`src/rtl/wrap_queue_ctrl_if.sv`:
```
// Enqueue/dequeue handshake and storage-index bundle for wrap_queue_ctrl.
// Optional WRAP_QUEUE_CTRL_ROLLBACK_EN adds the rollback request signals.
interface wrap_queue_ctrl_if #(
    parameter int unsigned NBITS = 2,
    parameter int unsigned CBITS = 3
);
    logic             enq_val;
    logic             enq_rdy;
    logic             deq_val;
    logic             deq_rdy;
    logic             wr_en;
    logic [NBITS-1:0] wr_idx;
    logic [NBITS-1:0] rd_idx;
    logic [CBITS-1:0] count;
    logic             full;
    logic             empty;
`ifdef WRAP_QUEUE_CTRL_ROLLBACK_EN
    logic             rollback_val;
    logic [NBITS-1:0] rollback_idx;

    modport master (
        output enq_val, deq_rdy, rollback_val, rollback_idx,
        input  enq_rdy, deq_val, wr_en, wr_idx, rd_idx, count, full, empty
    );
    modport slave (
        input  enq_val, deq_rdy, rollback_val, rollback_idx,
        output enq_rdy, deq_val, wr_en, wr_idx, rd_idx, count, full, empty
    );
`else
    modport master (
        output enq_val, deq_rdy,
        input  enq_rdy, deq_val, wr_en, wr_idx, rd_idx, count, full, empty
    );
    modport slave (
        input  enq_val, deq_rdy,
        output enq_rdy, deq_val, wr_en, wr_idx, rd_idx, count, full, empty
    );
`endif
endinterface

```
`src/rtl/wrap_queue_ctrl.sv`:
```
// Head/tail/occupancy controller for a SIZE-entry ring beside an external storage array.
// Define WRAP_QUEUE_CTRL_ROLLBACK_EN to enable tail rollback (squash of younger entries).
module wrap_queue_ctrl #(
    parameter int unsigned SIZE  = 4,
    parameter int unsigned NBITS = 2,
    parameter int unsigned CBITS = 3
) (
    input  logic               clk,
    input  logic               reset,
    wrap_queue_ctrl_if.slave   q
);
    logic [NBITS-1:0] head;
    logic [NBITS-1:0] tail;
    logic [CBITS-1:0] cnt;

    logic             full_c;
    logic             empty_c;
    logic             rb_c;
    logic [NBITS-1:0] rb_idx_c;
    logic             enq_rdy_c;
    logic             deq_val_c;
    logic             enq_fire_c;
    logic             deq_fire_c;
    logic [NBITS-1:0] head_nxt;
    logic [NBITS-1:0] tail_nxt;
    logic [CBITS-1:0] cnt_nxt;

    // Explicit compare so non-power-of-two rings never visit indices >= SIZE.
    function automatic logic [NBITS-1:0] wrap_inc(input logic [NBITS-1:0] x);
        return (x == NBITS'(SIZE - 1)) ? '0 : x + NBITS'(1);
    endfunction

`ifdef WRAP_QUEUE_CTRL_ROLLBACK_EN
    assign rb_c     = q.rollback_val;
    assign rb_idx_c = q.rollback_idx;
`else
    assign rb_c     = 1'b0;
    assign rb_idx_c = '0;
`endif

    assign full_c     = (cnt == CBITS'(SIZE));
    assign empty_c    = (cnt == '0);
    assign enq_rdy_c  = !full_c && !rb_c;
    assign deq_val_c  = !empty_c && !rb_c;
    assign enq_fire_c = q.enq_val && enq_rdy_c;
    assign deq_fire_c = deq_val_c && q.deq_rdy;

    always_comb begin
        head_nxt = head;
        tail_nxt = tail;
        cnt_nxt  = cnt;
        if (rb_c) begin
            tail_nxt = rb_idx_c;
            // Ring distance head->rollback_idx; equal-to-tail is a no-op (covers full ring).
            if (rb_idx_c == tail) begin
                cnt_nxt = cnt;
            end else if (rb_idx_c >= head) begin
                cnt_nxt = CBITS'(rb_idx_c) - CBITS'(head);
            end else begin
                cnt_nxt = CBITS'(SIZE) + CBITS'(rb_idx_c) - CBITS'(head);
            end
        end else begin
            if (enq_fire_c) tail_nxt = wrap_inc(tail);
            if (deq_fire_c) head_nxt = wrap_inc(head);
            case ({enq_fire_c, deq_fire_c})
                2'b10:   cnt_nxt = cnt + CBITS'(1);
                2'b01:   cnt_nxt = cnt - CBITS'(1);
                default: cnt_nxt = cnt;
            endcase
        end
    end

    always_ff @(posedge clk) begin
        if (!reset) begin
            head <= '0;
            tail <= '0;
            cnt  <= '0;
        end else begin
            head <= head_nxt;
            tail <= tail_nxt;
            cnt  <= cnt_nxt;
        end
    end

    // Write strobe is suppressed on a reset edge so storage never sees a discarded enqueue.
    assign q.wr_en   = enq_fire_c && reset;
    assign q.wr_idx  = tail;
    assign q.rd_idx  = head;
    assign q.count   = cnt;
    assign q.full    = full_c;
    assign q.empty   = empty_c;
    assign q.enq_rdy = enq_rdy_c;
    assign q.deq_val = deq_val_c;
endmodule

```
`src/flat_wrapper.sv`:
```
// flat-port wrapper written by rule: the top's interface ports become plain ports
module wrap_queue_ctrl_flat 
#(
    parameter int unsigned SIZE  = 4,
    parameter int unsigned NBITS = 2,
    parameter int unsigned CBITS = 3
)
  (clk, reset, q_enq_val, q_deq_rdy, q_enq_rdy, q_deq_val, q_wr_en, q_wr_idx, q_rd_idx, q_count, q_full, q_empty);
  wrap_queue_ctrl_if #(.NBITS(NBITS), .CBITS(CBITS)) q_i ();
  input  logic clk;
  input  logic reset;
  input wire logic [$bits(q_i.enq_val)-1:0] q_enq_val;
  input wire logic [$bits(q_i.deq_rdy)-1:0] q_deq_rdy;
  output wire logic [$bits(q_i.enq_rdy)-1:0] q_enq_rdy;
  output wire logic [$bits(q_i.deq_val)-1:0] q_deq_val;
  output wire logic [$bits(q_i.wr_en)-1:0] q_wr_en;
  output wire logic [$bits(q_i.wr_idx)-1:0] q_wr_idx;
  output wire logic [$bits(q_i.rd_idx)-1:0] q_rd_idx;
  output wire logic [$bits(q_i.count)-1:0] q_count;
  output wire logic [$bits(q_i.full)-1:0] q_full;
  output wire logic [$bits(q_i.empty)-1:0] q_empty;
  assign q_i.enq_val = q_enq_val;
  assign q_i.deq_rdy = q_deq_rdy;
  assign q_enq_rdy = q_i.enq_rdy;
  assign q_deq_val = q_i.deq_val;
  assign q_wr_en = q_i.wr_en;
  assign q_wr_idx = q_i.wr_idx;
  assign q_rd_idx = q_i.rd_idx;
  assign q_count = q_i.count;
  assign q_full = q_i.full;
  assign q_empty = q_i.empty;
  wrap_queue_ctrl #(.SIZE(SIZE), .NBITS(NBITS), .CBITS(CBITS)) u_core (.clk(clk), .reset(reset), .q(q_i));
endmodule
```
`config.mk`:
```
export PLATFORM = sky130hd
export DESIGN_NAME = wrap_queue_ctrl_flat
export DESIGN_NICKNAME = d
export VERILOG_FILES = /design/src/rtl/wrap_queue_ctrl_if.sv /design/src/rtl/wrap_queue_ctrl.sv /design/src/flat_wrapper.sv
export SDC_FILE = /design/constraint.sdc
export NUM_CORES = 1
export LEC_CHECK = 0
export ABC_CLOCK_PERIOD_IN_PS = 5100
export CORE_AREA = 2 2 39 41
export DETAILED_ROUTE_END_ITERATION = 7
export DIE_AREA = 0 0 41 43
export HOLD_SLACK_MARGIN = 0.05
export PLACE_DENSITY = 0.67
export SLEW_MARGIN = 20
export SYNTH_ARGS = -nofsm -noshare
export SYNTH_HDL_FRONTEND = slang
export SYNTH_SLANG_ARGS = --single-unit
export TNS_END_PERCENT = 20
```
`constraint.sdc`:
```
create_clock -name clk -period 5.1 [get_ports clk]
set_input_delay 0.765 -clock clk [delete_from_list [all_inputs] [get_ports clk]]
set_output_delay 0.765 -clock clk [all_outputs]
set_load 0.01 [all_outputs]
```
==> out/metrics.cfg <==
[power_and_ir_drop]
pwr-share-clk_pct = 15.6
cellPowerDensity_nw_per_um2 = 550
power.switching_fraction_pct = 36.2
cellLeakagePower_nw = 0.238
netSwitchingPower_w = 0.000117
internal_power_w = 0.000206
power_frac_comb_pct = 55.5
sequentialPowerShare_pct = 28.9
design_power_total_w = 0.000323
worst_ir_drop_vdd_mv = 0.219

[final_layout]
most_frequent_cells_in_the_layout = sky130_fd_sc_hd__clkdlybuf4s50_1 (15), sky130_fd_sc_hd__dfxtp_1 (7), sky130_fd_sc_hd__inv_1 (5), sky130_fd_sc_hd__nand2_1 (5), sky130_fd_sc_hd__o21ai_0 (4)
final_design_area_no_fill_um2 = 588
n_antenna_cell = 0
flow.area_growth_from_synthesis_pct = 44.6
layout.filler_cells = 143
finalNetCount = 73
mostFrequentLayoutCell = sky130_fd_sc_hd__clkdlybuf4s50_1
share_of_layout_cells_above_drive_strength_1_pct = 14.1

[critical_path]
crit_path_end_kind = output port
path_cells = clkdlybuf4s50_1 > and3_1 > clkdlybuf4s50_1
reg2reg_capture_point = u_core.q.count[2]
critPathArrivalTime_ps = 2170
path_common_cell = sky130_fd_sc_hd__clkdlybuf4s50_1
cp_slowest_cell = sky130_fd_sc_hd__clkdlybuf4s50_1
worstReg2RegStart = u_core.q.count[2]
crit_type = primary input to output port
worstRegToRegCells = 9
maximum_fanout_count_along_the_critical_path = 12
critPathCapture = q_wr_en
critPathLaunch = reset
critical_path_required_time_ps = 4340
cpPeakStageDelay_ps = 670
crit_path_start_kind = primary input
r2r_slack_ps = 2720

[sta]
final.setup_skew_ps = 0.149
worst_slew_pin_slew_ps = 346
maxClockFrequency_ghz = 0.340
period_minus_slack_ps = 2940
rsz0062_at_grt = no
slew_headroom_pct = 76.8
report.final.slew_viol_count = 0
timing.setup.tns_ps = 0
final.hold.worst_slack_ps = 483
final.period_utilization_pct = 57.6
report.final.setup_viol = 0
finalHoldViolCount = 0

[status]
outcome = finished, final reports clean

[synth]
yosys_warnings = 0
synth_cell_types = 23
seq_area_frac_synth_pct = 34.5
post_synth_instance_area_um2 = 407
post_synth.cell_area_avg_um2 = 8.65
syn_inst = 47
postSynthNetCount = 55
ys_seq_elements = 7

[clock_network]
number_of_buffers_created_by_cts = 3
number_of_gates_given_a_new_drive_strength_after_cts = 0
cts_hold_repair.buffers = 0
numClockSinks = 7
cts_root_buf = sky130_fd_sc_hd__clkbuf_4
worst_skew_pair.late_latency_ps = 250
clk_path_buf_depth = 2
htreeDepth = 1
tritoncts_clock_tree = built
post-cts-setup-buffers = 0
path_clk_slew_ps = 50

[placement]
place.detailed.hpwl_um = 556
place_congestion = 0.708
io_buffers = 15
placed_area_um2 = 562

[route]
drt_first_pass_iters = 4
drt_first_iter_violations = 5
antenna_violating_nets_post_route = 0
wl_um = 744
drc_errors = 0
vias = 370
post_drt_via_cell_ratio = 4.63
avgRoutedWirePerCell_um = 9.30

[min_path]
hold_path.class = flip-flop to flip-flop
hold_path.startpoint = u_core.q.wr_idx[1]
min_path_cells = 2

[floorplanning]
floorplan.rows = 14
design.die.area_um2 = 1760
initial_utilization_pct = 29.4
design.portCount = 16
fp.dieW_um = 41
coreArea_um2 = 1380
die_height_um = 43

[global_routing]
grt_usage_pct = 11.1
pin_count_of_the_biggest_net_entering_global_routing = 13
antenna_found_initial = 0
grt_pass1_vias = 314
grt_remaining_overflow = 0
grt_first_pass_wirelength_um = 1270

[run]
timing.max_cap.violations = 0

worst min-delay path by stage:
stage                               to  slack, ps
floorplan           u_core.q.rd_idx[1]        490
detailed placement  u_core.q.rd_idx[1]        480
global placement    u_core.q.rd_idx[1]        470
finish              u_core.q.wr_idx[1]        480
global route        u_core.q.wr_idx[0]        530
CTS                 u_core.q.wr_idx[1]        490
flip-flops by register name (all words and copies together), names as in the netlist:
register / cells
u_core.q.count: 3
u_core.q.rd_idx: 2
u_core.q.wr_idx: 2
worst max-delay path, delay by kind of cell:
family,cells,cell delay (ps)
and+or+nand+nor,1,210
buffers and inverters,2,1190
area by class of cell:
type	count	area (µm²)	share of cell area (%)
Clock buffer	4	26.3	4.47
Inverter	6	22.5	3.83
Multi-Input combinational cell	32	229	38.9
Sequential cell	7	140	23.8
Tap cell	16	20.0	3.40
Timing Repair Buffer	15	150	25.5
per-layer routing:
layer	up-vias	wire length, µm	GRT usage (%)
met5	-	0	0
met4	0	36	12.0
met3	5	47	2.09
met2	13	298	13.8
met1	158	361	14.2
li1	194	-	-
metrics by stage:
step                utilization, %  setup slack [ps]  cells
floorplan                        -              2770     47
global placement              40.6              2170     76
detailed placement            40.6              2160     76
CTS                           42.5              2160     80
global route                  42.5              2070     80
finish                        42.5              2160     80
Yosys cell counts:
master                     count  share of area [%]
sky130_fd_sc_hd__nor2_1        2                1.8
sky130_fd_sc_hd__nand2_1       5                4.6
sky130_fd_sc_hd__nand3_1       2                2.5
sky130_fd_sc_hd__ha_1          3                9.2
sky130_fd_sc_hd__fa_1          1                4.9
sky130_fd_sc_hd__inv_2         1               0.92
sky130_fd_sc_hd__and2_1        2                3.1
sky130_fd_sc_hd__o21ai_0       4                4.9
sky130_fd_sc_hd__xnor2_1       1                2.2
sky130_fd_sc_hd__or3b_1        1                2.2
sky130_fd_sc_hd__or3_1         1                1.5
sky130_fd_sc_hd__buf_6         1                2.8
sky130_fd_sc_hd__xor2_1        1                2.2
sky130_fd_sc_hd__o31a_2        1                2.5
sky130_fd_sc_hd__o21ai_2       2                4.3
sky130_fd_sc_hd__or3_2         1                1.8
sky130_fd_sc_hd__a21boi_0      1                1.8
sky130_fd_sc_hd__inv_1         5                4.6
sky130_fd_sc_hd__dfxtp_1       7                 34
sky130_fd_sc_hd__clkbuf_1      1               0.92
sky130_fd_sc_hd__and2_4        1                2.2
sky130_fd_sc_hd__nand4_1       2                3.1
sky130_fd_sc_hd__and3_1        1                1.5
power groups by stage:
stage	combinational (W)	clock (W)	sequential [W]
global route	0.000199	0.0000555	0.0000965
CTS	0.000181	0.0000524	0.0000935
finish	0.000179	0.0000506	0.0000934
floorplan	0.0000945	0	0.0000986
global placement	0.000180	0	0.0000945
detailed placement	0.000180	0	0.0000944
cells by family after synthesis:
| kind of cell | synth area share, % |
|---|---|
| compound gates | 13.5 |
| flops | 34.5 |
| xor+xnor | 4.31 |
| buf+inv | 9.23 |
| fa+ha+maj | 14.2 |
| simple gates | 24.3 |
No activity file was read; power rests on OpenSTA's default activity.
